--- src/rtl/trace_pkg.sv ---
// Trace FIFO word format shared by the capture stage and the read-side unpacker.
// A word is {tag, payload}: tag 0 carries a sample, tag 1 carries a drop count in the payload LSBs.
package trace_pkg;

    localparam int   TRACE_SAMPLE_W = 16;
    localparam int   TRACE_TAG_POS  = TRACE_SAMPLE_W;
    localparam logic TAG_SAMPLE     = 1'b0;
    localparam logic TAG_LOSS       = 1'b1;

    typedef struct packed {
        logic                      is_loss;
        logic [TRACE_SAMPLE_W-1:0] payload;
    } trace_word_t;

endpackage

--- src/rtl/trace_sat_add.sv ---
// Unsigned adder that clamps to all-ones on carry-out and flags the clamp.
module trace_sat_add #(
    parameter int width_p = 16
) (
    input  logic [width_p-1:0] a_i,
    input  logic [width_p-1:0] b_i,
    output logic [width_p-1:0] sum_o,
    output logic               sat_o
);

    logic [width_p:0] full_sum;

    assign full_sum = {1'b0, a_i} + {1'b0, b_i};
    assign sat_o    = full_sum[width_p];
    assign sum_o    = sat_o ? {width_p{1'b1}} : full_sum[width_p-1:0];

endmodule

--- src/rtl/trace_unpacker.sv ---
// Read side of the trace backpressure FIFO: re-emits samples on a valid/ready stream,
// tags the first sample after a loss gap with the merged drop count, keeps sticky loss stats.
module trace_unpacker
    import trace_pkg::*;
#(
    parameter int sample_width_p  = 16,
    parameter int counter_width_p = 16,
    parameter int total_width_p   = 32
) (
    input  logic                       clk,
    input  logic                       rst_n,
    input  logic [sample_width_p:0]    fifo_data,
    input  logic                       fifo_valid,
    output logic                       fifo_ready,
    output logic [sample_width_p-1:0]  sample_o,
    output logic                       sample_v_o,
    input  logic                       sample_ready_i,
    output logic                       gap_v_o,
    output logic [counter_width_p-1:0] gap_count_o,
    output logic                       gap_sat_o,
    output logic [total_width_p-1:0]   total_lost_o,
    output logic                       lost_sat_o,
    output logic                       proto_err_o,
    input  logic                       clear_i
);

    logic                       ready_en_q,  ready_en_d;
    logic                       sample_v_q,  sample_v_d;
    logic [sample_width_p-1:0]  sample_q,    sample_d;
    logic                       gap_v_q,     gap_v_d;
    logic [counter_width_p-1:0] gap_count_q, gap_count_d;
    logic                       gap_sat_q,   gap_sat_d;
    logic                       pend_q,      pend_d;
    logic [counter_width_p-1:0] pend_cnt_q,  pend_cnt_d;
    logic                       pend_sat_q,  pend_sat_d;
    logic [total_width_p-1:0]   total_q,     total_d;
    logic                       lost_sat_q,  lost_sat_d;
    logic                       perr_q,      perr_d;

    logic                       tag;
    logic [sample_width_p-1:0]  payload;
    logic [counter_width_p-1:0] cnt;
    logic [total_width_p-1:0]   cnt_ext;
    logic [total_width_p-1:0]   total_base;
    logic                       pop, malformed, cnt_max;
    logic                       sample_pop, loss_ok, loss_bad;
    logic [counter_width_p-1:0] pend_sum;
    logic                       pend_add_sat;
    logic [total_width_p-1:0]   total_sum;
    logic                       total_add_sat;

    // Valid/ready: a word (either tag) moves when fifo_valid & fifo_ready at a posedge;
    // the output register holds until sample_v_o & sample_ready_i.
    assign fifo_ready = ready_en_q & (~sample_v_q | sample_ready_i);
    assign pop        = fifo_valid & fifo_ready;

    assign tag     = fifo_data[sample_width_p];
    assign payload = fifo_data[sample_width_p-1:0];
    assign cnt     = payload[counter_width_p-1:0];
    assign cnt_max = &cnt;

    assign malformed  = (cnt == '0) | ((payload >> counter_width_p) != '0);
    assign sample_pop = pop & (tag == TAG_SAMPLE);
    assign loss_ok    = pop & (tag == TAG_LOSS) & ~malformed;
    assign loss_bad   = pop & (tag == TAG_LOSS) & malformed;

    always_comb begin
        cnt_ext                      = '0;
        cnt_ext[counter_width_p-1:0] = cnt;
    end

    // A clear on the same edge as a loss pop zeroes the stats first, then the pop accumulates.
    assign total_base = clear_i ? '0 : total_q;

    trace_sat_add #(.width_p(counter_width_p)) u_pend_add (
        .a_i   (pend_cnt_q),
        .b_i   (cnt),
        .sum_o (pend_sum),
        .sat_o (pend_add_sat)
    );

    trace_sat_add #(.width_p(total_width_p)) u_total_add (
        .a_i   (total_base),
        .b_i   (cnt_ext),
        .sum_o (total_sum),
        .sat_o (total_add_sat)
    );

    always_comb begin
        ready_en_d  = 1'b1;
        sample_v_d  = sample_v_q;
        sample_d    = sample_q;
        gap_v_d     = gap_v_q;
        gap_count_d = gap_count_q;
        gap_sat_d   = gap_sat_q;
        pend_d      = pend_q;
        pend_cnt_d  = pend_cnt_q;
        pend_sat_d  = pend_sat_q;
        total_d     = total_base;
        lost_sat_d  = clear_i ? 1'b0 : lost_sat_q;
        perr_d      = clear_i ? 1'b0 : perr_q;

        if (sample_pop) begin
            sample_v_d  = 1'b1;
            sample_d    = payload;
            gap_v_d     = pend_q;
            gap_count_d = pend_cnt_q;
            gap_sat_d   = pend_sat_q;
            pend_d      = 1'b0;
            pend_cnt_d  = '0;
            pend_sat_d  = 1'b0;
        end else if (sample_v_q & sample_ready_i) begin
            sample_v_d = 1'b0;
        end

        if (loss_ok) begin
            pend_d     = 1'b1;
            pend_cnt_d = pend_sum;
            pend_sat_d = pend_sat_q | cnt_max | pend_add_sat;
            total_d    = total_sum;
            lost_sat_d = lost_sat_d | cnt_max | pend_add_sat | total_add_sat;
        end

        if (loss_bad) begin
            perr_d = 1'b1;
        end
    end

    always_ff @(posedge clk or negedge rst_n) begin
        if (!rst_n) begin
            ready_en_q  <= 1'b0;
            sample_v_q  <= 1'b0;
            sample_q    <= '0;
            gap_v_q     <= 1'b0;
            gap_count_q <= '0;
            gap_sat_q   <= 1'b0;
            pend_q      <= 1'b0;
            pend_cnt_q  <= '0;
            pend_sat_q  <= 1'b0;
            total_q     <= '0;
            lost_sat_q  <= 1'b0;
            perr_q      <= 1'b0;
        end else begin
            ready_en_q  <= ready_en_d;
            sample_v_q  <= sample_v_d;
            sample_q    <= sample_d;
            gap_v_q     <= gap_v_d;
            gap_count_q <= gap_count_d;
            gap_sat_q   <= gap_sat_d;
            pend_q      <= pend_d;
            pend_cnt_q  <= pend_cnt_d;
            pend_sat_q  <= pend_sat_d;
            total_q     <= total_d;
            lost_sat_q  <= lost_sat_d;
            perr_q      <= perr_d;
        end
    end

    assign sample_o     = sample_q;
    assign sample_v_o   = sample_v_q;
    assign gap_v_o      = gap_v_q;
    assign gap_count_o  = gap_count_q;
    assign gap_sat_o    = gap_sat_q;
    assign total_lost_o = total_q;
    assign lost_sat_o   = lost_sat_q;
    assign proto_err_o  = perr_q;

endmodule

--- config.mk ---
export PLATFORM = sky130hd
export DESIGN_NAME = trace_unpacker
export DESIGN_NICKNAME = d
export VERILOG_FILES = /design/src/rtl/trace_pkg.sv /design/src/rtl/trace_sat_add.sv /design/src/rtl/trace_unpacker.sv
export SDC_FILE = /design/constraint.sdc
export NUM_CORES = 1
export LEC_CHECK = 0
export CORE_ASPECT_RATIO = 0.9
export CORE_MARGIN = 2
export CORE_UTILIZATION = 30
export CTS_CLUSTER_SIZE = 30
export DETAILED_ROUTE_END_ITERATION = 10
export GPL_ROUTABILITY_DRIVEN = 0
export PLACE_DENSITY = 0.5
export SYNTH_ARGS = -nofsm -noshare
export SYNTH_HDL_FRONTEND = slang
export SYNTH_SLANG_ARGS = --single-unit
export TNS_END_PERCENT = 1
--- constraint.sdc ---
create_clock -name clk -period 2.75 [get_ports clk]
set_clock_uncertainty 0.05 [all_clocks]
set_input_delay 0.4125 -clock clk [delete_from_list [all_inputs] [get_ports clk]]
set_output_delay 0.4125 -clock clk [all_outputs]
set_load 0.1 [all_outputs]
==> summary.log <==
[pwr] ratio of total power to cell area 853.1 nW/um^2
[sta] number of slew-limit violations in the final report 0
[placed_design] port buffer count 91
[clocking] hold buffers post-CTS 0
[placed_design] total placed cells including tap cells 974
[route] initial DRC count 198
[synth] most instantiated cells after synthesis sky130_fd_sc_hd__dfrtp_1, sky130_fd_sc_hd__nand2_1, sky130_fd_sc_hd__o21ai_0
[route] number of vias after detailed routing 4899
[worst_setup_path] endpoint kind of the worst setup timing path flop
[sta] final hold vios 0
[placed_design] area post-placement 7303 um^2
[synth] distinct cell type count after synthesis 67
[synth] post-synth top area share 40.90%
[global_route] global routing usage summed across all routing layers 17.25%
[sta] Setup violations, final 44
[die] area of the die 19040 um^2
[die] floorplan row count 46
[clocking] number of buffers added by the clock tree synthesis step 9
[worst_setup_path] depth of the worst register-to-register path 11
[synth] FF+latch count, synth 88
[synth] number of enable-type register cells in the synthesized netlist 0
[status] violated checks negative setup slack
[sta] worst slew pin tran 613.5 ps
[hold_path] class of the tightest hold or removal check input pin to asynchronous set/reset pin
[synth] most area-hungry cell type in the Yosys netlist sky130_fd_sc_hd__dfrtp_1
[sta] period utilisation layout 110.1%
[finish] Final Instance Count excl. Fillers 995
[sta] unrepaired setup endpoints after global routing yes
[worst_setup_path] Critical Path Fanout Max 5
[worst_setup_path] crit-path leading delay family compound AO/OA/AOI/OAI gates
[finish] Layout Cell Area excl Fill 7742 um^2
[synth] FFs w/ async S/R, synth 100.0%
[route] routed len/inst 16.36 um
[finish] end-of-flow core utilization 43.96%
[finish] number of nets at the end of the flow 807
[die] total I/O pin count 92
[route] number of nets still failing antenna checks after routing 0
[worst_setup_path] Critical R2R Capture total_lost_o[31]
[synth] top cells by area, synth sky130_fd_sc_hd__dfrtp_1, sky130_fd_sc_hd__ha_1, sky130_fd_sc_hd__mux2_2
[synth] Top FF cell, synth sky130_fd_sc_hd__dfrtp_1
[finish] ANT cells 0
[worst_setup_path] kind of launch point of the worst setup path flop
[worst_setup_path] Worst Path Arrival 3210 ps
[sta] post-route worst setup slack -276.7 ps
[worst_setup_path] critical path start-end classification flop to flop
[route] final routed wirelength across all metal layers 16280 um
[clocking] maximum level of the CTS H-tree 3
[worst_setup_path] cells along the critical path nor2b_4 -> ha_4 -> fa_2 -> a211o_1 -> a221o_1 -> a211oi_2 -> o21ai_2 -> buf_4 -> nand4_1 -> nand2_1 -> mux2_4
[global_route] number of global-route vias before repair 4913
[finish] proportion of layout cells with a drive suffix above 1 38.81%
[sta] Tmin final 3027 ps
[global_route] global-route wire length before repair 25620 um
[die] initial cell density of the core 30.57%
[synth] cell count after synthesis 546
[clocking] TritonCTS clock tree built
[pwr] static power due to leakage 3.695 nW
[worst_setup_path] origin of the critical flop-to-flop path total_lost_o[0]
[finish] area added between synthesis and finish 43.81%
[clocking] clock root cell sky130_fd_sc_hd__clkbuf_16
[clocking] Max Root-Sink Buffers 2
[placed_design] pre-CTS worst setup slack -873.0 ps
[sta] total negative setup slack -5356 ps
[status] outcome complete, but fails checks
[global_route] total congestion overflow after global routing 0
[worst_setup_path] buffers plus inverters on the worst setup path 1
[clocking] clock transition at the registers of the reported paths 70 ps
[route] via/cell ratio 4.924
[global_route] antenna violations before repair 0
[clocking] Clock Sinks 88
[sta] Relative slew margins 59.10%
[synth] syn nets 602
[synth] warnings from Yosys 0
[worst_setup_path] critical-path cell with the highest stage delay sky130_fd_sc_hd__dfrtp_4
[worst_setup_path] Max stage delay on crit path 480 ps
[synth] Mapped Area 5384 um^2
[sta] maximum frequency from static timing analysis 0.3304 GHz
[route] number of optimization iterations in the first detailed-route pass 4
[pwr] post-layout total power 6.605 mW
[die] overall die width 145.2 um
[clocking] source-to-sink clock delay at the later pin of the worst-skew pair 350 ps
[job] number of violations of the max-capacitance limit 0
[die] Vert. Die Dim 131.1 um
[pwr] maximum vdd ir drop 0.6416 mV
[placed_design] detailed placement HPWL 12210 um
[route] number of remaining DRC errors 0
[synth] syn_area_per_cell 9.861 um^2
[worst_setup_path] required arrival time at the worst endpoint 2940 ps
[synth] share of the yosys chip area belonging to registers 40.90%
[worst_setup_path] r2r setup slk -280 ps
[synth] count leader, synth sky130_fd_sc_hd__dfrtp_1
[sta] worst hold slack across all endpoints 18.31 ps
[global_route] maximum number of pins on one net before global-route repair 54
[die] floorplan core area 17610 um^2
-- cells by family after synthesis --
kind of cell	after synthesis	synth area share, %
compound gates	127	16.15
simple gates	203	19.71
buf+inv	26	2.277
fa+ha+maj	34	8.180
mux	39	8.157
xor+xnor	28	4.555
other cells	1	0.06965
flops	88	40.90
-- where the power goes --
part           internal, mW  switching, mW  total, mW
registers              1.60          0.197       1.80
logic                  1.19           2.39       3.58
clock network         0.701          0.526       1.23
total                  3.49           3.11       6.60
-- placed cells by master, fill, tap and decap left out, types with 10 or more instances in the layout --
cell / count
sky130_fd_sc_hd__clkdlybuf4s50_1: 17
sky130_fd_sc_hd__ha_1: 30
sky130_fd_sc_hd__xor2_1: 10
sky130_fd_sc_hd__o21ai_0: 24
sky130_fd_sc_hd__a21oi_1: 32
sky130_fd_sc_hd__nand3_1: 28
sky130_fd_sc_hd__dfrtp_1: 84
sky130_fd_sc_hd__nor2_1: 16
sky130_fd_sc_hd__nand4_1: 12
sky130_fd_sc_hd__mux2_2: 34
sky130_fd_sc_hd__nor3_1: 11
sky130_fd_sc_hd__nand2_1: 62
sky130_fd_sc_hd__buf_4: 184
sky130_fd_sc_hd__xnor2_1: 18
sky130_fd_sc_hd__nor2b_1: 22
-- worst register-to-register path: stages, from the launching register on --
cell and delay [ps]:
sky130_fd_sc_hd__dfrtp_4 480, sky130_fd_sc_hd__nor2b_4 140, sky130_fd_sc_hd__ha_4 170, sky130_fd_sc_hd__fa_2 370, sky130_fd_sc_hd__a211o_1 300, sky130_fd_sc_hd__a221o_1 370, sky130_fd_sc_hd__a211oi_2 280, sky130_fd_sc_hd__o21ai_2 90
sky130_fd_sc_hd__buf_4 150, sky130_fd_sc_hd__nand4_1 190, sky130_fd_sc_hd__nand2_1 80, sky130_fd_sc_hd__mux2_4 260
-- sequential cells by signal, summed over array words and instances (netlist names), 16 cells and up --
name,cells
pend_cnt_q,16
total_lost_o,32
sample_o,16
gap_count_o,16
-- worst max path at each step --
stage                          startpoint  slack, ps               end  depth (start not counted)
after floorplan           total_lost_o[0]       -300  total_lost_o[24]                         11
after global placement       fifo_data[0]       -870        lost_sat_o                         11
after detailed placement     fifo_data[0]       -870    pend_cnt_q[11]                         10
after CTS                 total_lost_o[0]       -210  total_lost_o[17]                         11
after global routing      total_lost_o[0]       -410  total_lost_o[31]                         11
final                     total_lost_o[0]       -280  total_lost_o[31]                         11
-- final cells by class --
cell class	count	area [um^2]
inverters	6	22.52
well taps	240	300.3
flip-flops and latches	88	2210
fillers	1776	9869
clock buffers	12	236.5
multi-input cells	432	3186
clock inverters	3	45.04
repair buffers	214	1743
-- timing repair --
item	in CTS	in global routing
endpoints found under the setup margin	50	50
setup buffers	4	2
gates resized for setup	37	9
pin swaps	22	7
-- per-layer routing --
metal,GRT usage (%),vias up,wire [um]
li1,-,2410,-
met5,0,-,0
met2,28.66,79,7669
met3,3.979,11,610
met1,22.88,2399,7842
met4,4.729,0,152
(Power assumes the default switching activity.)
